### config.mk
export PLATFORM = sky130hd
export DESIGN_NAME = conv_layer_scheduler_flat
export DESIGN_NICKNAME = d
export VERILOG_FILES = /design/src/rtl/conv_pkg.sv /design/src/rtl/conv_layer_scheduler_if.sv /design/src/rtl/conv_result_fifo.sv /design/src/rtl/conv_layer_scheduler.sv /design/src/flat_wrapper.sv
export SDC_FILE = /design/constraint.sdc
export NUM_CORES = 1
export LEC_CHECK = 0
export CAP_MARGIN = 15
export CORE_ASPECT_RATIO = 0.8
export CORE_UTILIZATION = 39
export DETAILED_ROUTE_END_ITERATION = 6
export PLACE_DENSITY = 0.62
export SYNTH_ARGS = -nofsm -noshare
export SYNTH_HDL_FRONTEND = slang
export SYNTH_HIERARCHICAL = 1
export SYNTH_SLANG_ARGS = --single-unit
### constraint.sdc
create_clock -name clk -period 3.3 [get_ports clk]
set_input_delay 0.495 -clock clk [delete_from_list [all_inputs] [get_ports clk]]
set_output_delay 0.495 -clock clk [all_outputs]
set_load 0.005 [all_outputs]
### src/rtl/conv_pkg.sv
// Shared types and sizes for the conv layer scheduler.
// Window positions are {row, col} inside an 8x8 tile.
package conv_pkg;

  typedef enum logic [2:0] {
    IDLE,
    ISSUE,
    DRAIN,
    FLUSH,
    DONE
  } sched_state_t;

  localparam int N_POS  = 64;
  localparam int POS_W  = 6;
  localparam int KSEL_W = 2;
  localparam int RES_W  = 16;
  localparam int ADDR_W = KSEL_W + POS_W;

  localparam logic [POS_W-1:0] POS_LAST =
    POS_W'(N_POS - 1);

endpackage

### src/rtl/conv_layer_scheduler_if.sv
// MAC issue, MAC result and output-buffer signals of the
// layer scheduler; master is the scheduler side.
interface conv_layer_scheduler_if;
  import conv_pkg::*;

  logic [POS_W-1:0]  win_addr;
  logic [KSEL_W-1:0] kernel_sel;
  logic              mac_valid;
  logic              mac_ready;
  logic              res_valid;
  logic [RES_W-1:0]  res_data;
  logic              out_valid;
  logic              out_ready;
  logic [RES_W-1:0]  out_data;
  logic [ADDR_W-1:0] out_addr;

  modport master (
    output win_addr, kernel_sel, mac_valid,
    output out_valid, out_data, out_addr,
    input  mac_ready, res_valid, res_data,
    input  out_ready
  );

  modport slave (
    input  win_addr, kernel_sel, mac_valid,
    input  out_valid, out_data, out_addr,
    output mac_ready, res_valid, res_data,
    output out_ready
  );

endinterface

### src/rtl/conv_result_fifo.sv
// First-word-fall-through result FIFO; push and pop may
// coincide even when full or empty.
module conv_result_fifo #(
  parameter int DEPTH = 4,
  parameter int WIDTH = 16
) (
  input  logic             clk,
  input  logic             reset,
  input  logic             push,
  input  logic [WIDTH-1:0] din,
  input  logic             pop,
  output logic             full,
  output logic             empty,
  output logic [WIDTH-1:0] dout
);

  localparam int AW = (DEPTH > 1) ? $clog2(DEPTH) : 1;
  localparam int CW = $clog2(DEPTH + 1);
  localparam logic [AW-1:0] LAST   = AW'(DEPTH - 1);
  localparam logic [CW-1:0] FULL_C = CW'(DEPTH);

  logic [WIDTH-1:0] mem [DEPTH];
  logic [AW-1:0]    wr_ptr;
  logic [AW-1:0]    rd_ptr;
  logic [CW-1:0]    count;
  logic             do_push;
  logic             do_pop;

  assign empty   = (count == '0);
  assign full    = (count == FULL_C);
  assign do_pop  = pop && !empty;
  assign do_push = push && (!full || do_pop);
  assign dout    = mem[rd_ptr];

  always_ff @(posedge clk) begin
    if (do_push) mem[wr_ptr] <= din;
  end

  always_ff @(posedge clk or negedge reset) begin
    if (!reset) begin
      wr_ptr <= '0;
      rd_ptr <= '0;
      count  <= '0;
    end else begin
      if (do_push)
        wr_ptr <= (wr_ptr == LAST) ? '0 : wr_ptr + 1'b1;
      if (do_pop)
        rd_ptr <= (rd_ptr == LAST) ? '0 : rd_ptr + 1'b1;
      count <= count + CW'(do_push) - CW'(do_pop);
    end
  end

  // Credits upstream must make an unpaired push into a full FIFO impossible.
  a_no_overflow: assert property (
    @(posedge clk) disable iff (!reset)
    !(push && full && !pop)
  );

endmodule

### src/rtl/conv_layer_scheduler.sv
// Walks every window position for each kernel, issuing to the
// MAC under a credit limit and streaming results with addresses.
module conv_layer_scheduler
  import conv_pkg::*;
#(
  parameter int N_KERNELS    = 3,
  parameter int MAX_INFLIGHT = 4
) (
  input  logic clk,
  input  logic reset,
  input  logic start,
  input  logic abort,
  output logic busy,
  output logic done,
  conv_layer_scheduler_if.master bus
);

  localparam int IW = $clog2(MAX_INFLIGHT + 1);
  localparam logic [IW-1:0] CREDITS =
    IW'(MAX_INFLIGHT);
  localparam logic [KSEL_W-1:0] KERN_LAST =
    KSEL_W'(N_KERNELS - 1);

  sched_state_t      state;
  logic [POS_W-1:0]  pos;
  logic [KSEL_W-1:0] kern;
  logic [POS_W-1:0]  out_pos;
  logic [KSEL_W-1:0] out_kern;
  logic [IW-1:0]     inflight;
  logic [IW-1:0]     inflight_n;
  logic              mac_valid_q;

  logic              live;
  logic              flushing;
  logic              issue_hs;
  logic              out_hs;
  logic              last_issue;
  logic              out_valid;
  logic [1:0]        discard;

  logic              fifo_push;
  logic              fifo_pop;
  logic              fifo_full;
  logic              fifo_empty;
  logic [RES_W-1:0]  fifo_dout;

  assign live     = (state == ISSUE) || (state == DRAIN);
  assign flushing = (state == FLUSH);
  assign issue_hs = mac_valid_q && bus.mac_ready;
  assign out_hs   = out_valid && bus.out_ready;

  assign last_issue = issue_hs && (pos == POS_LAST)
                   && (kern == KERN_LAST);

  // Results are kept only while a layer is live.
  assign fifo_push = live && bus.res_valid;
  assign fifo_pop  = flushing ? !fifo_empty : out_hs;

  assign discard = flushing
    ? {1'b0, !fifo_empty} + {1'b0, bus.res_valid}
    : 2'd0;

  assign inflight_n = inflight + IW'(issue_hs)
                    - IW'(out_hs) - IW'(discard);

  assign out_valid      = live && !fifo_empty;
  assign bus.out_valid  = out_valid;
  assign bus.out_data   = out_valid ? fifo_dout : '0;
  assign bus.out_addr   = {out_kern, out_pos};
  assign bus.win_addr   = pos;
  assign bus.kernel_sel = kern;
  assign bus.mac_valid  = mac_valid_q;

  conv_result_fifo #(
    .DEPTH (MAX_INFLIGHT),
    .WIDTH (RES_W)
  ) u_fifo (
    .clk   (clk),
    .reset (reset),
    .push  (fifo_push),
    .din   (bus.res_data),
    .pop   (fifo_pop),
    .full  (fifo_full),
    .empty (fifo_empty),
    .dout  (fifo_dout)
  );

  always_ff @(posedge clk or negedge reset) begin
    if (!reset) begin
      state       <= IDLE;
      pos         <= '0;
      kern        <= '0;
      out_pos     <= '0;
      out_kern    <= '0;
      inflight    <= '0;
      mac_valid_q <= 1'b0;
      busy        <= 1'b0;
      done        <= 1'b0;
    end else begin
      inflight <= inflight_n;
      done     <= 1'b0;

      if (out_hs) begin
        if (out_pos == POS_LAST) begin
          out_pos  <= '0;
          out_kern <= out_kern + 1'b1;
        end else begin
          out_pos <= out_pos + 1'b1;
        end
      end

      unique case (state)
        IDLE: begin
          pos      <= '0;
          kern     <= '0;
          out_pos  <= '0;
          out_kern <= '0;
          if (start) begin
            state       <= ISSUE;
            mac_valid_q <= 1'b1;
            busy        <= 1'b1;
          end
        end
        ISSUE: begin
          if (issue_hs) begin
            if (pos == POS_LAST) begin
              pos  <= '0;
              kern <= (kern == KERN_LAST)
                    ? '0 : kern + 1'b1;
            end else begin
              pos <= pos + 1'b1;
            end
          end
          if (abort) begin
            state       <= FLUSH;
            mac_valid_q <= 1'b0;
          end else if (last_issue) begin
            state       <= DRAIN;
            mac_valid_q <= 1'b0;
          end else begin
            mac_valid_q <= (inflight_n < CREDITS);
          end
        end
        DRAIN: begin
          if (abort) begin
            state <= FLUSH;
          end else if (inflight_n == '0) begin
            state <= DONE;
            done  <= 1'b1;
          end
        end
        FLUSH: begin
          if (inflight == '0 && fifo_empty) begin
            state <= IDLE;
            busy  <= 1'b0;
          end
        end
        DONE: begin
          state <= IDLE;
          busy  <= 1'b0;
        end
        default: begin
          state <= IDLE;
          busy  <= 1'b0;
        end
      endcase
    end
  end

endmodule

### src/flat_wrapper.sv
// flat-port wrapper written by rule: the top's interface ports become plain ports
module conv_layer_scheduler_flat import conv_pkg::*;
#(
  parameter int N_KERNELS    = 3,
  parameter int MAX_INFLIGHT = 4
)
  (clk, reset, start, abort, busy, done, bus_win_addr, bus_kernel_sel, bus_mac_valid, bus_out_valid, bus_out_data, bus_out_addr, bus_mac_ready, bus_res_valid, bus_res_data, bus_out_ready);
  conv_layer_scheduler_if bus_i ();
  input  logic clk;
  input  logic reset;
  input  logic start;
  input  logic abort;
  output logic busy;
  output logic done;
  output wire logic [$bits(bus_i.win_addr)-1:0] bus_win_addr;
  output wire logic [$bits(bus_i.kernel_sel)-1:0] bus_kernel_sel;
  output wire logic [$bits(bus_i.mac_valid)-1:0] bus_mac_valid;
  output wire logic [$bits(bus_i.out_valid)-1:0] bus_out_valid;
  output wire logic [$bits(bus_i.out_data)-1:0] bus_out_data;
  output wire logic [$bits(bus_i.out_addr)-1:0] bus_out_addr;
  input wire logic [$bits(bus_i.mac_ready)-1:0] bus_mac_ready;
  input wire logic [$bits(bus_i.res_valid)-1:0] bus_res_valid;
  input wire logic [$bits(bus_i.res_data)-1:0] bus_res_data;
  input wire logic [$bits(bus_i.out_ready)-1:0] bus_out_ready;
  assign bus_win_addr = bus_i.win_addr;
  assign bus_kernel_sel = bus_i.kernel_sel;
  assign bus_mac_valid = bus_i.mac_valid;
  assign bus_out_valid = bus_i.out_valid;
  assign bus_out_data = bus_i.out_data;
  assign bus_out_addr = bus_i.out_addr;
  assign bus_i.mac_ready = bus_mac_ready;
  assign bus_i.res_valid = bus_res_valid;
  assign bus_i.res_data = bus_res_data;
  assign bus_i.out_ready = bus_out_ready;
  conv_layer_scheduler #(.N_KERNELS(N_KERNELS), .MAX_INFLIGHT(MAX_INFLIGHT)) u_core (.clk(clk), .reset(reset), .start(start), .abort(abort), .busy(busy), .done(done), .bus(bus_i));
endmodule
==> results of run 1 <==
worst max-delay path: stages (launching register included):
cell	delay, ps
dfrtp_1	430
nor3_1	280
inv_1	80
ha_1	270
nand3_1	80
fa_1	370
inv_1	80
fa_1	410
inv_1	70
ha_1	160
xnor2_1	140
xnor2_1	120
nand2b_1	200
a32o_1	270
registers in the layout (all words and copies together) (netlist names), 2 cells and up:
name / flops
u_core/out_pos: 6
u_core/u_fifo/wr_ptr: 2
u_core/bus.win_addr: 6
u_core/u_fifo/mem: 64
u_core/bus.kernel_sel: 2
u_core/u_fifo/rd_ptr: 2
u_core/u_fifo/count: 3
u_core/inflight: 3
u_core/state: 3
u_core/out_kern: 2
cell families (layout without fill, tap and decap cells):
logic type / Yosys count / in the layout / share of synthesized area
fa+ha+maj: 14 / 14 / 0.0454
buf+inv: 23 / 105 / 0.0261
compound gates: 42 / 42 / 0.0710
mux: 23 / 23 / 0.102
flops: 96 / 96 / 0.625
xor+xnor: 7 / 7 / 0.0158
simple gates: 83 / 83 / 0.114
how the worst min path moves through the flow:
stage	from	end	cells past startpoint	slack (ps)
after floorplan	reset	u_core/bus.kernel_sel[0]	0	200
after global placement	u_core/out_kern[1]	u_core/out_kern[1]	1	470
after detailed placement	u_core/out_kern[1]	u_core/out_kern[1]	1	480
after CTS	u_core/out_kern[1]	u_core/out_kern[1]	1	490
after global routing	u_core/out_kern[1]	u_core/out_kern[1]	1	520
final	u_core/out_kern[1]	u_core/out_kern[1]	1	490
cell usage after synthesis, types with 2 or more instances:
master	instances	area share
o21ai_0	7	0.0080
or2_1	2	0.0029
a31oi_1	4	0.0057
nor2b_1	2	0.0029
nor3_1	5	0.0057
inv_1	12	0.010
buf_2	4	0.0046
a21oi_1	6	0.0069
mux4_2	16	0.083
o41ai_1	2	0.0040
fa_1	3	0.014
edfxtp_1	64	0.44
mux2_2	4	0.010
clkbuf_1	4	0.0034
nand2_1	15	0.013
nor3b_2	2	0.0057
and3_1	3	0.0043
xnor2_1	4	0.0080
nand3b_1	2	0.0034
nand3_1	10	0.011
nor3b_1	3	0.0052
nand2b_1	2	0.0029
nor2_1	6	0.0052
a32o_1	2	0.0046
and4_1	2	0.0040
ha_1	11	0.032
and2_1	21	0.030
a22o_1	7	0.014
mux2_4	2	0.0069
dfrtp_1	32	0.18
xor2_1	2	0.0040
buf_6	3	0.0078
cell type report:
| cell class | instances | area (µm²) |
|---|---|---|
| Clock buffer | 10 | 229 |
| Inverter | 12 | 45.0 |
| Fill cell | 946 | 5370 |
| Timing Repair Buffer | 77 | 723 |
| Multi-Input combinational cell | 169 | 1520 |
| Sequential cell | 96 | 2720 |
| Tap cell | 144 | 180 |
| Clock inverter | 6 | 106 |
power by group through the flow:
stage / combinational, mW / clock [mW] / sequential [mW]
after global routing: 2.24 / 1.24 / 1.84
after floorplan: 1.31 / 0 / 1.74
final: 1.99 / 1.16 / 1.80
after global placement: 1.98 / 0 / 1.81
after detailed placement: 2.02 / 0 / 1.83
after CTS: 2.03 / 1.19 / 1.80
metal layers:
metal | routed length, µm | up-vias
li1 | - | 1250
met3 | 267 | 8
met5 | 0 | -
met2 | 3860 | 41
met1 | 3910 | 1312
met4 | 89 | 0
through the flow:
stage          hold WS (ps)  total power, mW  std cells  instance area (µm²)  setup slack (ps)
3_5_place_dp            484             3.85        498                 5190              38.9
3_3_place_gp            474             3.79        498                 5190               144
2_1_floorplan           199             3.05        288                 4360               116
4_1_cts                 494             5.02        514                 5530               215
5_1_grt                 517             5.33        514                 5530              14.5
6_report                489             4.95        514                 5530               225
==> results by group, run 1 <==
Status
  – Status: finished with violations
  – Failing checks: design-rule violations

Final layout
  – Layout cells sized above 1: 0.170
  – Most common cell after layout, fill and taps aside: edfxtp_1
  – Syn-to-layout area delta: 26.9%
  – Commonest non-fill, non-tap cells in the layout: 64 x edfxtp_1, 58 x clkdlybuf4s50_1, 32 x dfrtp_1, 21 x and2_1, 19 x buf_4
  – Final Util: 0.507
  – Nets: between 400 and 500
  – # diodes: 0

Clock network
  – H-tree levels: 3
  – CTS root buf: clkbuf_16
  – Buffer count from post-CTS setup fixing: 0
  – Post-cts sizing count: 0
  – CTS sink cnt: 96
  – CTS tree: built
  – CTS Hold Bufs: 0
  – Clk_lat worst skew: ~330 ps
  – Total CTS buffers: 9
  – Worst-path clk slew: approximately 60 ps
  – Clk buf depth: 2

Setup path
  – Worst setup startpoint: u_core/u_fifo/count[1]
  – Worst Path Required: ~3500 ps
  – CP endpoint: u_core/state[1]
  – R2r setup slk: around 220 ps
  – CP Launch Type: register
  – Crit. End Element: register
  – CP arrival: between 3000 and 4000 ps
  – Crit path kind: reg2reg
  – Register-to-Register Path Depth: 13
  – Reg2reg end: u_core/state[1]
  – Crit Path Max Fanout: 4
  – RR Startpoint: u_core/u_fifo/count[1]

Pwr
  – Clock Power Share: 0.234
  – Flop pwr share: 0.364
  – Switching Power: between 1.5 and 2 mW
  – Logic pwr share: 0.402
  – VDD IR-drop max: about 0.37 mV
  – Internal power: approximately 3.4 mW
  – Standby leakage power: roughly 2.0 nW
  – Sw Share: 0.310
  – Cell area power density: approximately 900 nW/µm²

Die
  – # IOs: 59
  – Initial Util: 0.400
  – Core area: between 10000 and 15000 µm²
  – Die height: slightly below 100 µm
  – Die Width: approximately 120 µm
  – Rows: 34
  – Die area: between 10000 and 15000 µm²

STA
  – Fin Clk Skew: 5.76 ps
  – Slew HR: 0.590
  – Total Neg Setup Slack: 0 ps
  – Slew Limit Fails: 0
  – RSZ-0062 raised after global routing: no
  – Setup violators final: 0
  – Tcrit/Tclk final: 0.932
  – Fmax: about 330 MHz
  – Fin. Hold Viols: 0
  – Min Tclk post-route: about 3000 ps
  – Worst-margin pin slew: slightly above 600 ps

Global routing
  – Total gr overflow: 0
  – Number of global-route vias before repair: between 2k and 2.5k
  – First-pass GRT wire length: 12800 µm
  – GRT met3 Usage: 0.0358
  – Initial antenna violation count: 0
  – Global routing usage on met1: 0.203
  – GRT Total Usage: 0.149
  – Gr busiest metal: met2
  – Met2 Track Usage GR: 0.236
  – Largest net degree at the start of global routing: 33

Synth
  – Post-Syn Area: 4360 µm²
  – Synth Flop Type: edfxtp_1
  – Post-synth EDFFs: between 60 and 70
  – Post-synthesis cell type count: 56
  – Post-Syn Nets: roughly 330
  – Async set-reset flop share out of synthesis: 0.333
  – Seq cells post-synth: 96
  – Avg Inst Size Synth: around 15 µm²
  – Yosys warnings: 6
  – Synth Instances: ~290
  – Sequential-to-total area share from yosys stat: 0.625

Route
  – DRC viols: 1
  – DR vias/cell: 5.08
  – Post-route ant nets: 0
  – Post-Route WL: ~8100 µm
  – DR iter-0 viols: about 190
  – First-pass detailed-route iteration total: 6
  – Routed wire per std cell: 15.8 µm
  – Vias: between 2k and 3k

Job
  – Max_cap viols: 0

Placement
  – DP HPWL: between 5000 and 6000 µm
  – GPL Wtd Cong: 0.779
  – Port buffer count: 58

Worst hold path
  – Hold crit path type: reg2reg
Note: power is estimated with default switching activity, not from simulation.
==> run 2, diff against run 1 <==
- SKIP_LAST_GASP: default -> 1
==> results of run 2 <==
The final DEF is identical to that of run 1; final timing and power are the same.
